--- src/rtl/scroll_window_reader_if.sv ---
// Read-port bundle between the scrolling display reader and the 5-bit message RAM.
interface scroll_window_reader_if;
  logic       we_n;
  logic [4:0] address_rd;
  logic [4:0] data_rd;

  modport master (output we_n, output address_rd, input data_rd);
  modport slave  (input we_n, input address_rd, output data_rd);
endinterface

--- src/rtl/scroll_window_reader.sv ---
// Reads a DIGITS-wide window of the message RAM each scroll tick, commits it atomically,
// and multiplexes the committed window onto common-anode digit drivers.
module scroll_window_reader #(
  parameter int unsigned MSG_LEN     = 32,
  parameter int unsigned DIGITS      = 4,
  parameter int unsigned TICK_DIV    = 25000000,
  parameter int unsigned REFRESH_DIV = 50000,
  parameter logic [4:0]  BLANK       = 5'd31
) (
  input  logic                    clock,
  input  logic                    reset,
  input  logic                    enable,
  scroll_window_reader_if.master  ram,
  output logic [5*DIGITS-1:0]     window_out,
  output logic [4:0]              char_sel,
  output logic [DIGITS-1:0]       an,
  output logic                    frame_valid
);

  localparam int unsigned CW = 5;
  localparam int unsigned WW = CW * DIGITS;
  localparam int unsigned KW = (DIGITS > 1) ? $clog2(DIGITS) : 1;
  localparam int unsigned TW = (TICK_DIV > 1) ? $clog2(TICK_DIV) : 1;
  localparam int unsigned RW = (REFRESH_DIV > 1) ? $clog2(REFRESH_DIV) : 1;

  localparam logic [CW-1:0] LAST_ADDR = CW'(MSG_LEN - 1);
  localparam logic [KW-1:0] LAST_K    = KW'(DIGITS - 1);
  localparam logic [TW-1:0] LAST_TICK = TW'(TICK_DIV - 1);
  localparam logic [RW-1:0] LAST_REF  = RW'(REFRESH_DIV - 1);

  typedef enum logic [2:0] {
    S_LOAD,
    S_FETCH_ADDR,
    S_FETCH_WAIT,
    S_COMMIT,
    S_WAIT_TICK
  } state_t;

  state_t          state, state_nxt;
  logic [KW-1:0]   k, k_nxt;
  logic [CW-1:0]   base, base_nxt;
  logic [CW-1:0]   addr_nxt, addr_inc;
  logic [WW-1:0]   shadow, shadow_nxt;
  logic [WW-1:0]   window_nxt;
  logic            fv_nxt;
  logic            tick_pending, pending_nxt;

  logic [TW-1:0]   tick_cnt;
  logic            tick;

  logic [RW-1:0]   ref_cnt;
  logic            ref_wrap;
  logic [KW-1:0]   dig;
  logic [CW-1:0]   char_cur;

  // Scroll-step divider; frozen (not cleared) while enable is low.
  assign tick = enable && (tick_cnt == LAST_TICK);

  always_ff @(posedge clock) begin
    if (reset) begin
      tick_cnt <= '0;
    end else if (enable) begin
      tick_cnt <= tick ? '0 : tick_cnt + TW'(1);
    end
  end

  // Window fetch sequencer: state register.
  always_ff @(posedge clock) begin
    if (reset) begin
      state          <= S_LOAD;
      k              <= '0;
      base           <= '0;
      ram.address_rd <= '0;
      ram.we_n       <= 1'b1;
      shadow         <= {DIGITS{BLANK}};
      window_out     <= {DIGITS{BLANK}};
      frame_valid    <= 1'b0;
      tick_pending   <= 1'b0;
    end else begin
      state          <= state_nxt;
      k              <= k_nxt;
      base           <= base_nxt;
      ram.address_rd <= addr_nxt;
      ram.we_n       <= 1'b1;
      shadow         <= shadow_nxt;
      window_out     <= window_nxt;
      frame_valid    <= fv_nxt;
      tick_pending   <= pending_nxt;
    end
  end

  // Window fetch sequencer: next state. The address is registered on entry to FETCH_ADDR
  // so the RAM samples it at the FETCH_ADDR exit edge and data is captured one edge later.
  always_comb begin
    state_nxt   = state;
    k_nxt       = k;
    base_nxt    = base;
    addr_nxt    = ram.address_rd;
    shadow_nxt  = shadow;
    window_nxt  = window_out;
    fv_nxt      = 1'b0;
    pending_nxt = tick_pending;
    addr_inc    = (ram.address_rd == LAST_ADDR) ? '0 : ram.address_rd + CW'(1);

    if (tick && (state != S_WAIT_TICK)) begin
      pending_nxt = 1'b1;
    end

    case (state)
      S_LOAD: begin
        k_nxt     = '0;
        addr_nxt  = base;
        state_nxt = S_FETCH_ADDR;
      end
      S_FETCH_ADDR: begin
        state_nxt = S_FETCH_WAIT;
      end
      S_FETCH_WAIT: begin
        for (int unsigned i = 0; i < DIGITS; i++) begin
          if (k == KW'(i)) begin
            shadow_nxt[CW*i +: CW] = ram.data_rd;
          end
        end
        if (k == LAST_K) begin
          // Window and frame_valid change on the same edge, so frame_valid marks the new window.
          window_nxt = shadow_nxt;
          fv_nxt     = 1'b1;
          state_nxt  = S_COMMIT;
        end else begin
          k_nxt     = k + KW'(1);
          addr_nxt  = addr_inc;
          state_nxt = S_FETCH_ADDR;
        end
      end
      S_COMMIT: begin
        state_nxt = S_WAIT_TICK;
      end
      S_WAIT_TICK: begin
        if (enable && (tick || tick_pending)) begin
          base_nxt    = (base == LAST_ADDR) ? '0 : base + CW'(1);
          pending_nxt = 1'b0;
          state_nxt   = S_LOAD;
        end
      end
      default: begin
        state_nxt = S_LOAD;
      end
    endcase
  end

  // Digit refresh: free-running, independent of enable.
  assign ref_wrap = (ref_cnt == LAST_REF);

  always_comb begin
    char_cur = BLANK;
    for (int unsigned i = 0; i < DIGITS; i++) begin
      if (dig == KW'(i)) begin
        char_cur = window_out[CW*i +: CW];
      end
    end
  end

  always_ff @(posedge clock) begin
    if (reset) begin
      ref_cnt  <= '0;
      dig      <= '0;
      an       <= ~DIGITS'(1);
      char_sel <= BLANK;
    end else begin
      ref_cnt <= ref_wrap ? '0 : ref_cnt + RW'(1);
      if (ref_wrap) begin
        dig <= (dig == LAST_K) ? '0 : dig + KW'(1);
      end
      an       <= ~(DIGITS'(1) << dig);
      char_sel <= char_cur;
    end
  end

endmodule

--- src/flat_wrapper.sv ---
// flat-port wrapper written by rule: the top's interface ports become plain ports
module scroll_window_reader_flat 
#(
  parameter int unsigned MSG_LEN     = 32,
  parameter int unsigned DIGITS      = 4,
  parameter int unsigned TICK_DIV    = 25000000,
  parameter int unsigned REFRESH_DIV = 50000,
  parameter logic [4:0]  BLANK       = 5'd31
)
  (clock, reset, enable, window_out, char_sel, an, frame_valid, ram_we_n, ram_address_rd, ram_data_rd);
  scroll_window_reader_if ram_i ();
  input  logic clock;
  input  logic reset;
  input  logic enable;
  output logic [5*DIGITS-1:0] window_out;
  output logic [4:0] char_sel;
  output logic [DIGITS-1:0] an;
  output logic frame_valid;
  output wire logic [$bits(ram_i.we_n)-1:0] ram_we_n;
  output wire logic [$bits(ram_i.address_rd)-1:0] ram_address_rd;
  input wire logic [$bits(ram_i.data_rd)-1:0] ram_data_rd;
  assign ram_we_n = ram_i.we_n;
  assign ram_address_rd = ram_i.address_rd;
  assign ram_i.data_rd = ram_data_rd;
  scroll_window_reader #(.MSG_LEN(MSG_LEN), .DIGITS(DIGITS), .TICK_DIV(TICK_DIV), .REFRESH_DIV(REFRESH_DIV), .BLANK(BLANK)) u_core (.clock(clock), .reset(reset), .enable(enable), .ram(ram_i), .window_out(window_out), .char_sel(char_sel), .an(an), .frame_valid(frame_valid));
endmodule
--- config.mk ---
export PLATFORM = sky130hd
export DESIGN_NAME = scroll_window_reader_flat
export DESIGN_NICKNAME = d
export VERILOG_FILES = /design/src/rtl/scroll_window_reader_if.sv /design/src/rtl/scroll_window_reader.sv /design/src/flat_wrapper.sv
export SDC_FILE = /design/constraint.sdc
export NUM_CORES = 1
export LEC_CHECK = 0
export CAP_MARGIN = 10
export CORE_UTILIZATION = 50
export DETAILED_ROUTE_END_ITERATION = 10
export GPL_TIMING_DRIVEN = 0
export PLACE_DENSITY = 0.8
export SYNTH_ARGS = -nofsm -noshare
export SYNTH_HDL_FRONTEND = slang
export SYNTH_SLANG_ARGS = --single-unit
--- constraint.sdc ---
create_clock -name clock -period 2.11 [get_ports clock]
set_input_delay 0.422 -clock clock [delete_from_list [all_inputs] [get_ports clock]]
set_output_delay 0.422 -clock clock [all_outputs]
set_load 0.05 [all_outputs]
==> impl_results.md <==
* Worst EP required at 2.42 ns
* Initial DRC Count at about 190
* PnR worst setup slack at -0.130 ns
* Worst r2r src: u_core.tick_cnt[23]$_SDFFE_PP0P_
* Fin. max-slew vios at 0
* # setup viols final at 24
* Clock Power Share at a little over a third
* Dpl hpwl at 7040 um
* Routed Antenna Nets at 0
* Vias per Instance at 5.60
* Number of cells produced by synthesis at approximately 520
* Die area at 9650 sq um
* Peak fanout along the critical path at 4
* Die height at 98.2 um
* Crit path top cell by count: or4_4
* Maximum clock frequency at approximately 450 MHz
* RSZ-0062 raised after global routing: true
* Dpl cells at 664
* Seq cells post-synth at 104
* Worst EP arrival at about 2.6 ns
* Worst Path Buf+Inv at 0
* Ys async rst share at 0%
* WS Path Type: register to register
* Rel. slew slack at 57.9%
* Root Driver: clkbuf_8
* Crit-path leading delay family: simple AND/OR/NAND/NOR gates
* Max-cap violations at 0
* Failing checks: design-rule violations, negative setup slack
* CTS tree: built
* Mapped cell area at 4630 sq um
* Largest net degree at the start of global routing at 19
* Critical path launch point type: register
* Post-synth top area share at 45.0%
* Register area at between 2000 and 2500 sq um
* Hold crit path type: input pin to register
* Global routing usage on met3 at 4.37%
* Mean area per synthesized cell at 8.99 sq um
* Gate power share at approximately 6.3%
* Gr busiest metal: met2
* Worst stage delay on the critical path at 0.55 ns
* Area occupied by multi-input gates at 2360 sq um
* Area growth syn-to-layout at 18.1%
* Fin nets at 594
* Final Critical Period at 2.24 ns
* CP cell instances: or4b_4, or4_4, o21a_4, or4_4, a21oi_2
* Switching power at 872 uW
* Core area at 8850 sq um
* Drt wl/cell at between 10 and 15 um
* Reg power frac at 57.4%
* Worst setup path startpoint: u_core.tick_cnt[23]$_SDFFE_PP0P_
* Gr ovfl total at 0
* Final std cells w/o fill at 685
* Hold path startpoint: enable
* Most common cell in the synthesized netlist: dfxtp_1
* Sequential area share after synthesis at 45.0%
* Leakage at a little over 2 nW
* Cell taking the most area after synthesis: dfxtp_1
* Setup Skew at 0.00991 ns
* Drt first pass iters at 7
* Power Dens Cells at around 640 nW/um^2
* Clk buf depth at 2
* DR DRC count at 7
* Status: complete, but fails checks
* Final Hold Slack at around 0.33 ns
* Synth unique cells at between 50 and 60
* Global-route wire length before repair at 17000 um
* Clock Latency Late Sink at 0.37 ns
* Warnings from Yosys at 0
* Layout cells sized above 1 at about 8.1%
* Worst setup EP type: register
* Critical Path Slowest Stage Cell: or4_4
* GRT Util Overall at a little over a fifth
* Final period util at 106%
* Vias in the first global route at 3674
* Final Hold Viols at 0
* Initial antenna violation count at 0
* GR Util met1 at 27.1%
* Die W at 98.2 um
* IO Port Bufs at 41
* CTS Buf Count at 9
* Worst-Margin Slew at 0.632 ns
* Synth area leaders: dfxtp_1, nor2_1, xnor2_1, a211o_1, ha_1
* # H-tree levels at 3
* Routed wire length at 9860 um
* Initial core utilization at 52.3%
* Sw Share at between 20 and 25%
* Hold-fix buffers, CTS at 0
* FILL cells at 754
* Clock transition at path regs at around 0.10 ns
* Pint at 2.64 mW
* Clock Sinks at 104
* Post-synth top flop: dfxtp_1
* Syn Nets at 537
* Rows at 34
* EDFF count, synth at 0
* Boundary Pins at 44
* Antenna Diode Count at 0
* Commonest cells in the netlist: dfxtp_1, nor2_1, nand2_1
* Vias post-DR at 3835
* Final Util at 61.8%
* Met2 Use GR at approximately two fifths
* RePlAce Congestion at 0.800
* Peak VDD IR at 383 uV
worst reg2reg max path, cell delays in order, from the launching register on:
cell and delay (ns):
dfxtp_2 0.34, or4b_4 0.53, or4_4 0.55, o21a_4 0.23
or4_4 0.41, a21oi_2 0.14
stage by stage:
stage	setup WS (ns)	setup TNS (ns)	power, mW	instance area (sq um)
2_1_floorplan	-0.0314	-0.0314	2.21	4640
3_3_place_gp	-0.0939	-1.30	2.27	5190
3_5_place_dp	-0.126	-2.38	2.28	5190
4_1_cts	-0.110	-1.96	3.54	5430
5_1_grt	-0.176	-3.01	3.65	5470
6_report	-0.130	-1.48	3.51	5470
layout make-up:
| type | count | share of cell area, % |
|---|---|---|
| buffer | 28 | 2.88 |
| tap | 108 | 2.47 |
| inverter | 16 | 1.10 |
| multi-input combinational | 366 | 43.3 |
| clock buffer | 9 | 2.27 |
| sequential | 104 | 38.2 |
| timing repair buffer | 47 | 8.33 |
| clock inverter | 7 | 1.47 |
cell usage in the layout, fill, tap and decap left out, drive strengths merged, types with 10 or more instances in the layout:
cell,n
ha,14
inv,18
nor2,81
nand4,10
mux2i,16
a21oi,16
xor2,15
buf,10
clkdlybuf4s50,41
clkbuf,32
and3,12
a211o,22
nor3,11
dfxtp,104
nand2,38
nand3,22
xnor2,23
o21ai,10
what timing repair did:
item | in CTS | in global routing
setup endpoints to repair | 25 | 36
gates resized for setup | 7 | 7
pin swaps | 3 | 4
gates cloned | 0 | 0
buffers inserted | 4 | 2
power groups by stage:
stage | Clock [mW] | Combinational, mW | Sequential, mW
6_report | 1.28 | 0.220 | 2.01
3_3_place_gp | 0 | 0.213 | 2.06
3_5_place_dp | 0 | 0.216 | 2.06
2_1_floorplan | 0 | 0.133 | 2.07
4_1_cts | 1.31 | 0.218 | 2.01
5_1_grt | 1.39 | 0.242 | 2.02
cell families after synthesis:
family,count (synthesis),share of synthesized area [%]
simple gates,214,22.4
flops,104,45.0
compound gates,82,13.4
buf+inv,45,4.51
xor+xnor,38,7.19
mux,17,3.70
fa+ha+maj,14,3.78
other cells,1,0.0810
metal layers:
layer | routed length (um) | up-vias
met5 | 0 | -
met4 | 80 | 0
met3 | 447 | 8
met2 | 4890 | 82
met1 | 4440 | 1839
li1 | - | 1906
sequential cells by signal (all words and copies together), names as in the netlist:
name                   count
u_core.an                  4
u_core.base                5
u_core.char_sel            5
u_core.dig                 2
u_core.frame_valid         1
u_core.k                   2
u_core.ram.address_rd      5
u_core.ref_cnt            16
u_core.shadow             15
u_core.state               3
u_core.tick_cnt           25
u_core.tick_pending        1
u_core.window_out         20
worst paths after layout:
kind	endpoint	slack, ns	depth (start not counted)
hold reg to reg	u_core.ref_cnt[0]$_SDFF_PP0_	0.46	1
setup reg to reg	u_core.base[0]$_SDFFE_PP0P_	-0.13	5
hold / removal	u_core.tick_cnt[1]$_SDFFE_PP0P_	0.33	3
setup / recovery	u_core.base[0]$_SDFFE_PP0P_	-0.13	5
(Power assumes the default switching activity.)
